===== src/rtl/card_game_ctrl_pkg.sv =====
// Shared definitions for the card game controller: card state codes,
// register-file field positions, colour table and FSM state encoding.
package card_game_ctrl_pkg;

  localparam logic [1:0] CARD_OFF  = 2'b00;
  localparam logic [1:0] CARD_UP   = 2'b01;
  localparam logic [1:0] CARD_DOWN = 2'b10;

  localparam int CARD_W    = 14;
  localparam int COLOR_W   = 12;
  localparam int COLOR_MSB = 13;
  localparam int COLOR_LSB = 2;
  localparam int STATE_MSB = 1;
  localparam int STATE_LSB = 0;

  typedef enum logic [3:0] {
    ST_IDLE  = 4'd0,
    ST_INIT  = 4'd1,
    ST_WAIT1 = 4'd2,
    ST_READ1 = 4'd3,
    ST_WAIT2 = 4'd4,
    ST_READ2 = 4'd5,
    ST_SHOW  = 4'd6,
    ST_RES1  = 4'd7,
    ST_RES2  = 4'd8,
    ST_DONE  = 4'd9
  } state_t;

  // Eight pair colours as 4-bit r,g,b; every entry must be distinct.
  function automatic logic [COLOR_W-1:0] color_lut(input logic [2:0] idx);
    logic [COLOR_W-1:0] c;
    case (idx)
      3'd0:    c = 12'hF00;
      3'd1:    c = 12'h0F0;
      3'd2:    c = 12'h00F;
      3'd3:    c = 12'hFF0;
      3'd4:    c = 12'h0FF;
      3'd5:    c = 12'hF0F;
      3'd6:    c = 12'hFFF;
      default: c = 12'hF80;
    endcase
    return c;
  endfunction

endpackage


===== src/rtl/card_game_ctrl_show_timer.sv =====
// Loadable down-counter: start loads a value, done is high once the count
// has reached zero.
module show_timer #(
  parameter int WIDTH = 26
) (
  input  logic             clk,
  input  logic             rst,
  input  logic             start,
  input  logic [WIDTH-1:0] load_value,
  output logic             done
);

  logic [WIDTH-1:0] count_q, count_d;

  always_comb begin
    count_d = count_q;
    if (start) begin
      count_d = load_value;
    end else if (count_q != '0) begin
      count_d = count_q - 1'b1;
    end
  end

  always_ff @(posedge clk or posedge rst) begin
    if (rst) begin
      count_q <= '0;
    end else begin
      count_q <= count_d;
    end
  end

  assign done = (count_q == '0);

endmodule


===== src/rtl/card_game_ctrl.sv =====
// Memory-game controller: deals the deck into the card register file,
// sequences pick/compare/show/resolve turns and keeps score.
module card_game_ctrl
  import card_game_ctrl_pkg::*;
#(
  parameter int N_PAIRS     = 8,
  parameter int SHOW_CYCLES = 50_000_000
) (
  input  logic        clk,
  input  logic        rst,
  input  logic        start,
  input  logic [3:0]  seed,
  input  logic        pick_valid,
  input  logic [3:0]  pick_idx,
  output logic        pick_ready,
  output logic        pick_err,
  input  logic        disp_req,
  input  logic [3:0]  disp_addr,
  output logic [13:0] disp_data,
  output logic        rf_w_enable,
  output logic [3:0]  rf_w_address,
  output logic [13:0] rf_w_data,
  output logic [3:0]  rf_r_address,
  input  logic [13:0] rf_r_data,
  output logic        busy,
  output logic [3:0]  pairs_found,
  output logic [7:0]  moves,
  output logic        game_over
);

  localparam int TIMER_W = (SHOW_CYCLES > 1) ? $clog2(SHOW_CYCLES) : 1;
  localparam logic [TIMER_W-1:0] SHOW_LOAD = TIMER_W'(SHOW_CYCLES - 1);

  state_t              state_q, state_d;
  logic [3:0]          seed_q, seed_d;
  logic [3:0]          init_cnt_q, init_cnt_d;
  logic [3:0]          idx1_q, idx1_d;
  logic [3:0]          idx2_q, idx2_d;
  logic [COLOR_W-1:0]  color1_q, color1_d;
  logic [COLOR_W-1:0]  color2_q, color2_d;
  logic [3:0]          pairs_q, pairs_d;
  logic [7:0]          moves_q, moves_d;
  logic                w_en_q, w_en_d;
  logic [3:0]          w_addr_q, w_addr_d;
  logic [CARD_W-1:0]   w_data_q, w_data_d;
  logic                pick_err_q, pick_err_d;
  logic                timer_start, timer_done;
  logic                match;
  logic [1:0]          res_code;
  logic [3:0]          deal_pos;

  show_timer #(.WIDTH(TIMER_W)) u_show_timer (
    .clk        (clk),
    .rst        (rst),
    .start      (timer_start),
    .load_value (SHOW_LOAD),
    .done       (timer_done)
  );

  assign match    = (color1_q == color2_q);
  assign res_code = match ? CARD_OFF : CARD_DOWN;
  assign deal_pos = init_cnt_q + seed_q;

  always_comb begin
    state_d     = state_q;
    seed_d      = seed_q;
    init_cnt_d  = init_cnt_q;
    idx1_d      = idx1_q;
    idx2_d      = idx2_q;
    color1_d    = color1_q;
    color2_d    = color2_q;
    pairs_d     = pairs_q;
    moves_d     = moves_q;
    w_en_d      = 1'b0;
    w_addr_d    = w_addr_q;
    w_data_d    = w_data_q;
    pick_err_d  = 1'b0;
    timer_start = 1'b0;

    case (state_q)
      ST_IDLE, ST_DONE: begin
        if (start) begin
          seed_d     = seed;
          pairs_d    = '0;
          moves_d    = '0;
          init_cnt_d = '0;
          state_d    = ST_INIT;
        end
      end
      ST_INIT: begin
        w_en_d     = 1'b1;
        w_addr_d   = init_cnt_q;
        w_data_d   = {color_lut(deal_pos[3:1]), CARD_DOWN};
        init_cnt_d = init_cnt_q + 4'd1;
        if (init_cnt_q == 4'd15) begin
          state_d = ST_WAIT1;
        end
      end
      ST_WAIT1: begin
        if (pick_valid) begin
          idx1_d  = pick_idx;
          state_d = ST_READ1;
        end
      end
      ST_WAIT2: begin
        if (pick_valid) begin
          idx2_d  = pick_idx;
          state_d = ST_READ2;
        end
      end
      // The display owns the read port while disp_req is high, so stall.
      ST_READ1: begin
        if (!disp_req) begin
          if (rf_r_data[STATE_MSB:STATE_LSB] == CARD_DOWN) begin
            w_en_d   = 1'b1;
            w_addr_d = idx1_q;
            w_data_d = {rf_r_data[COLOR_MSB:COLOR_LSB], CARD_UP};
            color1_d = rf_r_data[COLOR_MSB:COLOR_LSB];
            state_d  = ST_WAIT2;
          end else begin
            pick_err_d = 1'b1;
            state_d    = ST_WAIT1;
          end
        end
      end
      ST_READ2: begin
        if (!disp_req) begin
          if (rf_r_data[STATE_MSB:STATE_LSB] == CARD_DOWN) begin
            w_en_d      = 1'b1;
            w_addr_d    = idx2_q;
            w_data_d    = {rf_r_data[COLOR_MSB:COLOR_LSB], CARD_UP};
            color2_d    = rf_r_data[COLOR_MSB:COLOR_LSB];
            timer_start = 1'b1;
            state_d     = ST_SHOW;
          end else begin
            pick_err_d = 1'b1;
            state_d    = ST_WAIT2;
          end
        end
      end
      ST_SHOW: begin
        if (timer_done) begin
          state_d = ST_RES1;
        end
      end
      ST_RES1: begin
        w_en_d   = 1'b1;
        w_addr_d = idx1_q;
        w_data_d = {color1_q, res_code};
        state_d  = ST_RES2;
      end
      ST_RES2: begin
        w_en_d   = 1'b1;
        w_addr_d = idx2_q;
        w_data_d = {color2_q, res_code};
        moves_d  = (moves_q == 8'd255) ? moves_q : moves_q + 8'd1;
        if (match) begin
          pairs_d = pairs_q + 4'd1;
        end
        state_d = (pairs_d == 4'(N_PAIRS)) ? ST_DONE : ST_WAIT1;
      end
      default: begin
        state_d = ST_IDLE;
      end
    endcase
  end

  always_ff @(posedge clk or posedge rst) begin
    if (rst) begin
      state_q    <= ST_IDLE;
      seed_q     <= '0;
      init_cnt_q <= '0;
      idx1_q     <= '0;
      idx2_q     <= '0;
      color1_q   <= '0;
      color2_q   <= '0;
      pairs_q    <= '0;
      moves_q    <= '0;
      w_en_q     <= 1'b0;
      w_addr_q   <= '0;
      w_data_q   <= '0;
      pick_err_q <= 1'b0;
    end else begin
      state_q    <= state_d;
      seed_q     <= seed_d;
      init_cnt_q <= init_cnt_d;
      idx1_q     <= idx1_d;
      idx2_q     <= idx2_d;
      color1_q   <= color1_d;
      color2_q   <= color2_d;
      pairs_q    <= pairs_d;
      moves_q    <= moves_d;
      w_en_q     <= w_en_d;
      w_addr_q   <= w_addr_d;
      w_data_q   <= w_data_d;
      pick_err_q <= pick_err_d;
    end
  end

  assign pick_ready   = (state_q == ST_WAIT1) || (state_q == ST_WAIT2);
  assign busy         = !((state_q == ST_IDLE) || (state_q == ST_WAIT1) ||
                          (state_q == ST_WAIT2) || (state_q == ST_DONE));
  assign game_over    = (state_q == ST_DONE);
  assign pick_err     = pick_err_q;
  assign rf_w_enable  = w_en_q;
  assign rf_w_address = w_addr_q;
  assign rf_w_data    = w_data_q;
  assign pairs_found  = pairs_q;
  assign moves        = moves_q;
  assign disp_data    = rf_r_data;
  assign rf_r_address = disp_req ? disp_addr :
                        ((state_q == ST_READ2) ? idx2_q : idx1_q);

endmodule


===== config.mk =====
export PLATFORM = sky130hd
export DESIGN_NAME = card_game_ctrl
export DESIGN_NICKNAME = d
export VERILOG_FILES = /design/src/rtl/card_game_ctrl_pkg.sv /design/src/rtl/card_game_ctrl_show_timer.sv /design/src/rtl/card_game_ctrl.sv
export SDC_FILE = /design/constraint.sdc
export NUM_CORES = 1
export LEC_CHECK = 0
export BUFFER_PORTS_ARGS = -buffer_cell sky130_fd_sc_hd__buf_2
export CORE_MARGIN = 1.5
export CORE_UTILIZATION = 60
export CTS_BUF_LIST = sky130_fd_sc_hd__clkbuf_8
export DETAILED_ROUTE_END_ITERATION = 6
export PLACE_DENSITY = 0.83
export SYNTH_ARGS = -nofsm -noshare
export SYNTH_HDL_FRONTEND = slang
export SYNTH_HIERARCHICAL = 1
export SYNTH_SLANG_ARGS = --single-unit

===== constraint.sdc =====
create_clock -name clk -period 3.9 [get_ports clk]
set_input_delay 0.585 -clock clk [delete_from_list [all_inputs] [get_ports clk]]
set_output_delay 0.585 -clock clk [all_outputs]
set_load 0.01 [all_outputs]

== After elaboration in Yosys (flattened, before gate mapping) ==
Cells that the tools add are included.
Cells by class
  reductions and logical operators: 28
  add/subtract/negate cells: 5
  bitwise gates (word level): 1
  muxes and demuxes: 40
  equality and inequality tests: 32
Operator list (count)
  $pmux 12 s7: 1
  $mux 4: 17
  $pmux 14 s4: 1
  $mux 26: 2
  $pmux 4 s9: 1
  $mux 14: 2
  $logic_not 26->1: 1
  $reduce_bool 26->1: 1
  $sub 26x1->26 const B: 1
  $ne 2x2->1 const B: 11
  $pmux 4 s5: 1
  $eq 4x3->1 const B: 4
  $eq 4x4->1 const B: 4
  $mux 8: 2
  $pmux 4 s2: 2
  $pmux 8 s2: 1
  $eq 12x12->1: 1
  $reduce_and 3->1: 4
  $reduce_and 2->1: 5
  $eq 3x3->1 const B: 3
  $add 4x1->4 const B: 2
  $add 8x1->8 const B: 1
  $eq 4x2->1 const B: 2
  $eq 8x8->1 const B: 1
  22 further kinds: 35
Word-level totals
  register bits after elaboration: 102
  logic and storage cells: 120

== Depth between registers and ports, before layout ==
Gate-level depths: netlist (run 1).
  depth after elaboration: 6
  mapped depth: 11
  gate-level depth less buffers: 9

== By module ==
The synthesis (run 1) kept the hierarchy.
Modules (own cells, without submodules)
  card_game_ctrl: times used 1, sequential area each 1901.8 um^2, cells each 407, area each 4180.3 um^2
  show_timer: times used 1, sequential area each 650.6 um^2, cells each 172, area each 1634.1 um^2

== Least setup slack after synthesis (run 1) ==
Ideal clock, no wire load.
  path kind: register to register
  start point: reg u_show_timer.count_q[19]
  end point: reg state_q[2]
  required time: 3822 ps
  stages on the path, launching flop included: 7
  arrival time: 2597 ps
  path buffers: 0
  slack: 1226 ps
  period minus slack after synthesis: 2674 ps
  library setup time: 78 ps
  path through: dfrtp_1 -> or4_4 -> or3_4 -> nor4_4 -> o32ai_2 -> or4_1 -> a21oi_1
Between the ends
  word-level cells in the longest chain between the ends: 3
Ends and longest elaborated chain
  start, declared: RTL line card_game_ctrl_show_timer.sv:13  | logic [WIDTH-1:0] count_q, count_d;
  start signal, assigned: RTL line card_game_ctrl_show_timer.sv:28  | count_q <= count_d;
  $logic_not 26->1: RTL line card_game_ctrl_show_timer.sv:32  | assign done = (count_q == '0);
  named net timer_done: RTL line card_game_ctrl.sv:47  | logic timer_start, timer_done;
  $ne 2x2->1 (no line)
  $reduce_and 7->1 (no line)
  end signal, assigned: RTL line card_game_ctrl.sv:184  | state_q <= state_d;
  end, declared: RTL line card_game_ctrl.sv:34  | state_t state_q, state_d;
The timed path passes the listed nets, and every way through them passes these cells.
A chain may end at the register's enable or synchronous reset.

== Worst setup path in the final report (run 1) ==
  start point: reg u_show_timer.count_q[3]
  end point: reg state_q[2]
The elaborated chain is that of the path after synthesis.

==> results of run 1 <==
## final timing paths
check | endpoint | slack, ps | cells after the start
max | state_q[2]$_DFFE_PP0P_ | 840 | 6
min | color2_q[11]$_DFFE_PP0P_ | 380 | 2
max reg2reg | state_q[2]$_DFFE_PP0P_ | 840 | 6
min reg2reg | seed_q[2]$_DFFE_PP0P_ | 510 | 2
max in group asynchronous | init_cnt_q[2]$_DFFE_PP0P_ | 2700 | 3
min in group clk | seed_q[3]$_DFFE_PP0P_ | 400 | 3
## cells by family after synthesis
logic type                 Yosys count
and+or+nand+nor                    208
other                                2
AOI/OAI and AO/OA                  114
adders and majority gates            7
buffers and inverters               54
xor gates and xnor gates            45
DFF                                102
muxes                               47
## where the power goes
group	switching (W)	internal [W]	leakage [nW]	total (W)
sequential	0	0.00106	1.19	0.00106
combinational	0.0000456	0.0000221	1.58	0.0000677
clock	0.000391	0.000378	0.120	0.000768
total	0.000436	0.00146	2.89	0.00189
## placed cells by master (no fill, tap or decap), drive strengths merged, types with 5 or more instances in the layout
cell	count
a21oi	19
a22o	9
a22oi	8
a31oi	12
and3	10
buf	88
clkbuf	9
conb	26
dfrtp	102
ha	6
inv	12
mux2	38
mux2i	9
nand2	66
nand2b	9
nand3	13
nand4	10
nor2	40
nor2b	5
nor3	10
nor3b	6
nor4	13
o211a	5
o21ai	28
o31ai	8
or2	5
xnor2	16
xor2	28
## registers in the layout (all words and copies together), names as in the netlist, 4 cells and up
register,count
seed_q,4
pairs_found,4
rf_w_data,14
color1_q,12
state_q,4
color2_q,12
idx2_q,4
u_show_timer/count_q,26
rf_w_address,4
init_cnt_q,4
idx1_q,4
moves,8
## through the flow
step	utilization	cells	cell area, um^2	worst slack, ps	total power (W)
6_report	0.699	792	6520	839	0.00189
5_1_grt	0.699	792	6520	623	0.00197
4_1_cts	0.699	792	6520	834	0.00191
3_5_place_dp	0.673	776	6280	864	0.00115
3_3_place_gp	0.673	776	6280	963	0.00115
2_1_floorplan	-	603	5900	1230	0.00112
## per-layer routing
layer / vias up / track usage / wire length, um
met5: - / 0 / 0
met4: 0 / 0.0726 / 209
li1: 2203 / - / -
met3: 21 / 0.0449 / 704
met2: 157 / 0.460 / 6420
met1: 2261 / 0.351 / 5650
## layout make-up
type | count | share of cell area
Inverter | 10 | 0.00576
Tap cell | 129 | 0.0248
Clock inverter | 7 | 0.0182
Clock buffer | 9 | 0.0190
Multi-Input combinational cell | 447 | 0.471
Timing Repair Buffer | 88 | 0.0695
Sequential cell | 102 | 0.391
==> out/summary.txt, run 1 <==
status -> completed
HPWL Detailed -> 9380 um
CP delay by family, top -> simple AND/OR/NAND/NOR gates
top-area cell type share of the netlist area -> 0.439
Initial Util -> 0.623
Clock Path Buffers -> 2
Critical Path, Cell by Cell -> nor4_1 -> nand3_1 -> nor4_4 -> o32ai_2 -> or4_1 -> a21oi_1
Hold Crit Class -> in -> async
Clk Latency, worst-skew pair -> 370 ps
antenna-violating nets left -> 0
largest net degree at the start of global routing -> 47
Buffers & Inverters on Critical Path -> 0
Vias -> 4642
Die Wd -> 101 um
ys flop type -> dfrtp_1
hold_ws -> 376 ps
nets -> 696
GRT Total Usage -> 0.267
critical path's largest stage delay -> 640 ps
Setup crit start kind -> flop
global-route wire length before repair -> 21400 um
Simple-Gate Fraction of Synth Area -> 0.190
PD cells -> 290 nW/um^2
xor and xnor area share after synthesis -> 0.0702
Leak -> 2.89 nW
# DRC -> 0
post-CTS sizing -> 0
synth unique cells -> 68
Peak VDD IR -> 316 uV
initial antenna violation count -> 0
root buf cell -> clkbuf_8
initial drt markers -> 272
Post-CTS Setup Repair Bufs -> 0
Vias/cell -> 5.86
Min Clock Period, post-route -> 3060 ps
Mapped Cells -> 579
sequential cell area fraction in the yosys report -> 0.439
synthesis warning total -> 6
Die Area -> 10300 um^2
DIE HEIGHT -> 101 um
mux share of post-synthesis cell area -> 0.0891
max_cap viols -> 0
total grt overflow -> 0
Synth area leader -> dfrtp_1
register area -> 2550 um^2
# diodes -> 0
Worst Tran Pin Value -> 1160 ps
# hold bufs at CTS -> 0
TritonRoute pass-1 iters -> 5
Hold Fails Final Rpt -> 0
WP data required -> 4200 ps
number of buffers created by CTS -> 9
area of the multi-input gates -> 3070 um^2
TritonCTS clock tree -> yes
final RePlAce weighted congestion -> 0.840
Post-Synth Adder-Cell Area -> 0.0164
Final setup viols -> 0
RSZ-0062 raised after global routing -> false
DRT Wirelength -> 13000 um
vias in the first global route -> 4518
number of synthesized flops with an enable pin -> 0
combinational family with the most area after synthesis -> simple AND/OR/NAND/NOR gates
Layout Skew -> 10.3 ps
Worst Setup SP -> u_show_timer/count_q[3]$_DFFE_PP0P_
Fmax -> 327 MHz
port bufs -> 83
Commonest cells post-synth -> 102 x dfrtp_1, 65 x nand2_1, 38 x mux2_2, 36 x nor2_1, 28 x xor2_1
Max H-tree Level -> 3
main area contributors after synthesis -> dfrtp_1 44%, mux2_2 7.4%, xor2_1 4.2%
IO Pins -> 84
Rows -> 35
Worst slew margin -> 0.224
core area -> 9330 um^2
Synth Area in Compound Gates -> 0.144
highest net fanout along the worst path -> 9
total clock sinks -> 102
Crit path arrival time -> 3360 ps
Worst-path clk slew -> 110 ps
Crit Path Category -> reg -> reg
layout cell share with drive strength beyond 1 -> 0.264
most frequent cell after synthesis -> dfrtp_1
Syn Area/Cell -> 10.0 um^2
Filler cells -> 733
detailed-route wire length per cell -> 16.4 um
setup tns final -> 0 ps
Pins Over Slew Limit -> 0
Cell Area, Synth -> 5810 um^2
flops & latches, synth -> 102
Setup crit end kind -> flop
r2r startpoint -> u_show_timer/count_q[3]$_DFFE_PP0P_
Area Growth Syn to Fin -> 12.2%
crit path max-delay cell type -> nor4_1
final period utilization -> 0.785
fraction of registers with async set/reset -> 1.00
Power figures use the tool's default switching activity.
==> run 2, diff against run 1 <==
==> constraint.sdc (replaced) <==
create_clock -name clk -period 2.95 [get_ports clk]
set_input_delay 0.4425 -clock clk [delete_from_list [all_inputs] [get_ports clk]]
set_output_delay 0.4425 -clock clk [all_outputs]
set_load 0.01 [all_outputs]
==> run 2 against run 1 <==
Effect of this change:
- clock skew up 3.3 ps
- combinational power is 35% higher
- hold slack lost 220 ps
- die area did not move
- total power is 21% higher
- critical path type is now reg -> out
- largest cell class unchanged
- critical path depth unchanged
- routed wire length up 2.1%
- highest routed layer unchanged
- final cell count is 0.76% higher
- global-route usage is 0.87 points higher
- non-clock buffer count is 6 higher
- sequential power is 32% higher
==> out/summary.txt, run 2 (synthesized netlist as in run 1, its figures left out) <==
status -> completed
Clk Latency, worst-skew pair -> 380 ps (about the same)
core area -> 9330 um^2 (unchanged)
TritonCTS clock tree -> yes
largest net degree at the start of global routing -> 48 (+2.1%)
Clock Path Buffers -> 2 (unchanged)
detailed-route wire length per cell -> 16.6 um (+1.4%)
Sequential Power Share -> 0.608 (+0.050)
number of buffers created by CTS -> 9 (unchanged)
Fmax -> 377 MHz
DIE HEIGHT -> 101 um (unchanged)
Post-CTS Setup Repair Bufs -> 0 (unchanged)
IO Pins -> 84 (unchanged)
most frequent cells in the layout -> 102 x dfrtp_1, 83 x buf_2, 65 x nand2_1
antenna-violating nets left -> 0 (unchanged)
r2r startpoint -> u_show_timer/count_q[19]$_DFFE_PP0P_
nets -> 702 (+0.86%)
Crit Path Category -> reg -> out
Combinational Power Share -> 0.040 (+0.004)
PD cells -> 353 nW/um^2 (+22%)
port bufs -> 83 (unchanged)
Rows -> 35 (unchanged)
total grt overflow -> 0 (unchanged)
Die Wd -> 101 um (unchanged)
Peak VDD IR -> 340 uV (+7.6%)
Area Growth Syn to Fin -> 12.0%
DP Area -> 6340 um^2 (+0.92%)
switching share of total power -> 0.244 (+0.0140)
Worst-path clk slew -> 100 ps (about the same)
max reg flops -> 26 (unchanged)
final period utilization -> 0.899
Worst Setup SP -> state_q[0]$_DFFE_PP0P_
cell area after layout -> 6510 um^2 (-0.17%)
initial drt markers -> 444 (+63%)
# DRC -> 0 (unchanged)
number of cells after detailed placement -> 782 (+0.77%)
TritonRoute pass-1 iters -> 5 (unchanged)
layout cell share with drive strength beyond 1 -> 0.268 (+0.00361)
max_cap viols -> 0 (unchanged)
Initial Util -> 0.623 (unchanged)
Setup crit end kind -> output pin
Pins Over Slew Limit -> 0 (unchanged)
commonest non-fill, non-tap cell in the layout -> dfrtp_1
WP data required -> 2510 ps (-1690 ps)
switching pwr -> 0.000562 W (+29%)
Die Area -> 10300 um^2 (unchanged)
setup tns final -> 0 ps (unchanged)
final RePlAce weighted congestion -> 0.949 (+13%)
Hold Crit Class -> in -> async
Max H-tree Level -> 3 (unchanged)
initial antenna violation count -> 0 (unchanged)
# diodes -> 0 (unchanged)
Vias -> 4705 (+1.4%)
internal power -> 0.00174 W (+19%)
Worst Tran Pin Value -> 970 ps (-190 ps)
Final setup viols -> 0 (unchanged)
total clock sinks -> 102 (unchanged)
post-CTS sizing -> 0 (unchanged)
Worst slew margin -> 0.352 (+0.129)
root buf cell -> clkbuf_8
Crit path arrival time -> 2210 ps (-1150 ps)
Hold Fails Final Rpt -> 0 (unchanged)
RSZ-0062 raised after global routing -> false
# hold bufs at CTS -> 0 (unchanged)
DRT Wirelength -> 13300 um (+2.1%)
Reg with most FFs -> u_show_timer/count_q
Setup crit start kind -> flop
Vias/cell -> 5.90 (+0.60%)
GRT Total Usage -> 0.276 (+0.00867)
Layout Cells excl Fill -> 798 (+0.76%)
global-route wire length before repair -> 22200 um (+3.4%)
vias in the first global route -> 4746 (+5.0%)
HPWL Detailed -> 9510 um (+1.3%)
Leak -> 2.90 nW (+0.29%)
highest net fanout along the worst path -> 17 (+8)
clock power share -> 0.353 (-0.053)
Layout Skew -> 13.5 ps (+3.26 ps)
Min Clock Period, post-route -> 2650 ps
-- run 2: cell types whose count changed in the layout (fill, tap and decap cells not counted) --
cell        previous run  this run
clkinv_4               1         2
inv_1                  9        11
clkinvlp_4             0         1
bufinv_16              2         0
buf_12                 0         1
buf_4                  5        10
clkinv_8               2         0
-- run 2: final timing paths --
check                                                       endpoint  slack, ps  depth (start not counted)
worst max-delay path                                 rf_r_address[0]        300                          6
max in group asynchronous       u_show_timer/count_q[15]$_DFFE_PP0P_       2060                          2
min in group clk                               seed_q[3]$_DFFE_PP0P_        250                          3
worst max register to register                state_q[2]$_DFFE_PP0P_        300                          6
worst min-delay path                           idx1_q[0]$_DFFE_PP0P_        160                          2
worst min register to register                 seed_q[3]$_DFFE_PP0P_        500                          2
-- run 2: critical path, cell delays in order (launching register included) --
cell and delay, ps:
dfrtp_1 680, nand2b_1 310, nor3_2 230, buf_4 190, mux2i_1 200, o21ai_0 80, buf_2 140
-- run 2: final cells by class --
class,count,area (um^2)
Clock buffer,9,124
Clock inverter,7,50.0
Fill cell,732,2820
Inverter,10,37.5
Multi-Input combinational cell,447,3070
Sequential cell,102,2550
Tap cell,129,161
Timing Repair Buffer,94,510
-- run 2: layer usage --
metal  global-route usage  routed length, um  vias up
met5                    0                  0        -
met4                0.100                238        0
met3               0.0511                745       20
met2                0.469               6670      156
met1                0.354               5610     2317
li1                     -                  -     2212
-- run 2: stage by stage --
step                       util  setup WS [ps]  hold WS (ps)  total power [W]
final                     0.698            298           156          0.00230
after global routing      0.698            119           194          0.00239
after CTS                 0.698            315           162          0.00232
after detailed placement  0.679            337           480          0.00152
after global placement    0.679            389           477          0.00151
after floorplan               -            276           452          0.00148
-- run 2: power by group through the flow --
stage               sequential [W]  combinational, W  clock (W)
CTS                        0.00140         0.0000935   0.000828
finish                     0.00140         0.0000917   0.000811
global placement           0.00142         0.0000903          0
global route               0.00140          0.000105   0.000885
detailed placement         0.00142         0.0000932          0
floorplan                  0.00142         0.0000535          0
==> run 3, diff against run 2 <==
--- a/config.mk
+++ b/config.mk
@@ -7,10 +7,10 @@
 export LEC_CHECK = 0
 export BUFFER_PORTS_ARGS = -buffer_cell sky130_fd_sc_hd__buf_2
 export CORE_MARGIN = 1.5
-export CORE_UTILIZATION = 60
+export CORE_UTILIZATION = 64
 export CTS_BUF_LIST = sky130_fd_sc_hd__clkbuf_8
 export DETAILED_ROUTE_END_ITERATION = 6
-export PLACE_DENSITY = 0.83
+export PLACE_DENSITY = 0.88
 export SYNTH_ARGS = -nofsm -noshare
 export SYNTH_HDL_FRONTEND = slang
 export SYNTH_HIERARCHICAL = 1
==> constraint.sdc (replaced) <==
create_clock -name clk -period 3.15 [get_ports clk]
set_input_delay 0.4725 -clock clk [delete_from_list [all_inputs] [get_ports clk]]
set_output_delay 0.4725 -clock clk [all_outputs]
set_load 0.01 [all_outputs]
==> run 3 against run 2 <==
Effect of this change:
- critical path depth fell by 1
- die area is 6.1% lower
- first-iteration DRC count fell by 22%
- routed wire length grew 3.1%
- design area about the same
- hold slack improved by 140 ps
- sequential cell count unchanged
- clock skew shrank 4.6 ps
- total power shrank 2.0%
- combinational power is 8.4% lower
- highest routed layer unchanged
==> out/summary.txt, run 3 (synthesized netlist as in run 1, its figures left out) <==
status -> completed
Vias/cell -> 6.12 (+3.8%)
WP data required -> 2680 ps (+170 ps)
max reg flops -> 26 (unchanged)
Hold Fails Final Rpt -> 0 (unchanged)
TritonRoute pass-1 iters -> 7 (+2)
Vias -> 4754 (+1.0%)
Initial Util -> 0.663 (+0.0401)
Hold Crit Class -> in -> reg
Area Growth Syn to Fin -> 12.1% (about the same)
Worst-path clk slew -> 100 ps (about the same)
total grt overflow -> 0 (unchanged)
final period utilization -> 0.875
hold_ws -> 292 ps (+136 ps)
Clk Latency, worst-skew pair -> 370 ps (about the same)
Pins Over Slew Limit -> 0 (unchanged)
Final setup viols -> 0 (unchanged)
Setup WS pre-CTS -> 510 ps (+173 ps)
nets -> 702 (unchanged)
Layout Cells excl Fill -> 777 (-2.6%)
# hold bufs at CTS -> 0 (unchanged)
final RePlAce weighted congestion -> 0.930 (-2.0%)
vias in the first global route -> 4833 (+1.8%)
highest net fanout along the worst path -> 17 (unchanged)
root buf cell -> clkbuf_8
Clock Path Buffers -> 2 (unchanged)
Reg with most FFs -> u_show_timer/count_q
# diodes -> 0 (unchanged)
Max H-tree Level -> 3 (unchanged)
RSZ-0062 raised after global routing -> false
Min Clock Period, post-route -> 2760 ps
Post-CTS Setup Repair Bufs -> 0 (unchanged)
Die Area -> 9670 um^2 (-6.1%)
# DRC -> 0 (unchanged)
Setup crit end kind -> output pin
detailed-route wire length per cell -> 17.6 um (+5.9%)
Worst Tran Pin Value -> 978 ps (+7.17 ps)
DIE HEIGHT -> 98.3 um (-3.1%)
Layout Skew -> 8.96 ps (-4.55 ps)
port bufs -> 83 (unchanged)
Peak VDD IR -> 239 uV (-30%)
Fmax -> 363 MHz
IO Pins -> 84 (unchanged)
initial antenna violation count -> 0 (unchanged)
global-route wire length before repair -> 23100 um (+4.1%)
GRT Total Usage -> 0.298 (+0.0224)
Crit path arrival time -> 2280 ps (+70 ps)
commonest non-fill, non-tap cell in the layout -> dfrtp_1
Die Wd -> 98.3 um (-3.1%)
number of cells after detailed placement -> 761 (-2.7%)
total clock sinks -> 102 (unchanged)
setup tns final -> 0 ps (unchanged)
core area -> 8760 um^2 (-6.0%)
layout cell share with drive strength beyond 1 -> 0.271 (+0.00299)
post-CTS sizing -> 0 (unchanged)
Worst slew margin -> 0.348 (-0.00479)
initial drt markers -> 345 (-22%)
final worst slack -> 395 ps (+97.0 ps)
DRT Wirelength -> 13700 um (+3.1%)
HPWL Detailed -> 9750 um (+2.6%)
Setup crit start kind -> flop
number of buffers created by CTS -> 9 (unchanged)
TritonCTS clock tree -> yes
most frequent cells in the layout -> 102 x dfrtp_1, 83 x buf_2, 65 x nand2_1
Rows -> 34 (-2.9%)
antenna-violating nets left -> 0 (unchanged)
max_cap viols -> 0 (unchanged)
Final Power -> 0.00225 W (-2.0%)
largest net degree at the start of global routing -> 77 (+60%)
Crit Path Category -> reg -> out
Leak -> 2.90 nW (-0.12%)
PD cells -> 346 nW/um^2 (-2.1%)
-- run 3: cell count changes in the layout (fill, tap and decap cells not counted) --
cell / previous run / this run
clkinvlp_4: 1 / 3
bufinv_16: 0 / 1
inv_1: 11 / 9
clkinv_4: 2 / 1
inv_8: 0 / 1
inv_6: 2 / 1
-- run 3: worst max-delay path, stage by stage (launching register included) --
cell	delay (ps)
dfrtp_1	570
nand2b_1	380
nor3_2	460
mux2i_1	270
o21ai_0	90
buf_2	140
-- run 3: metrics by stage --
| stage | util | area, um^2 |
|---|---|---|
| after floorplan | - | 5900 |
| after global placement | 0.720 | 6310 |
| after detailed placement | 0.720 | 6310 |
| after CTS | 0.743 | 6520 |
| after global routing | 0.743 | 6520 |
| final | 0.743 | 6520 |
-- run 3: path summary, 6_finish.rpt --
path	start	to	slack, ps	cells past startpoint
worst max-delay path	state_q[3]$_DFFE_PP0P_	rf_r_address[2]	390	5
worst min register to register	seed_q[2]$_DFFE_PP0P_	seed_q[2]$_DFFE_PP0P_	510	2
worst min-delay path	seed[3]	seed_q[3]$_DFFE_PP0P_	290	3
max in group asynchronous	rst	state_q[1]$_DFFE_PP0P_	2140	3
min in group asynchronous	rst	u_show_timer/count_q[6]$_DFFE_PP0P_	330	2
worst max register to register	u_show_timer/count_q[19]$_DFFE_PP0P_	state_q[1]$_DFFE_PP0P_	460	7
-- run 3: layout make-up --
cell class              instances  area (um^2)
multi-input cells             447         3070
flip-flops and latches        102         2550
inverters                      10         37.5
well taps                     108          135
repair buffers                 94          510
clock inverters                 7         81.3
clock buffers                   9          124
fillers                       651         2250
-- run 3: per-layer routing --
layer | part of all wire | vias to the layer above | global-route usage
met5 | 0 | - | 0
met4 | 0.018 | 0 | 0.0997
met3 | 0.051 | 19 | 0.0501
met2 | 0.52 | 177 | 0.511
met1 | 0.41 | 2346 | 0.386
li1 | - | 2212 | -
-- run 3: power by group --
group / switching, W / internal (W) / leakage (nW)
Clock: 0.000483 / 0.000377 / 0.0940
Combinational: 0.0000575 / 0.0000266 / 1.61
Sequential: 0 / 0.00131 / 1.19
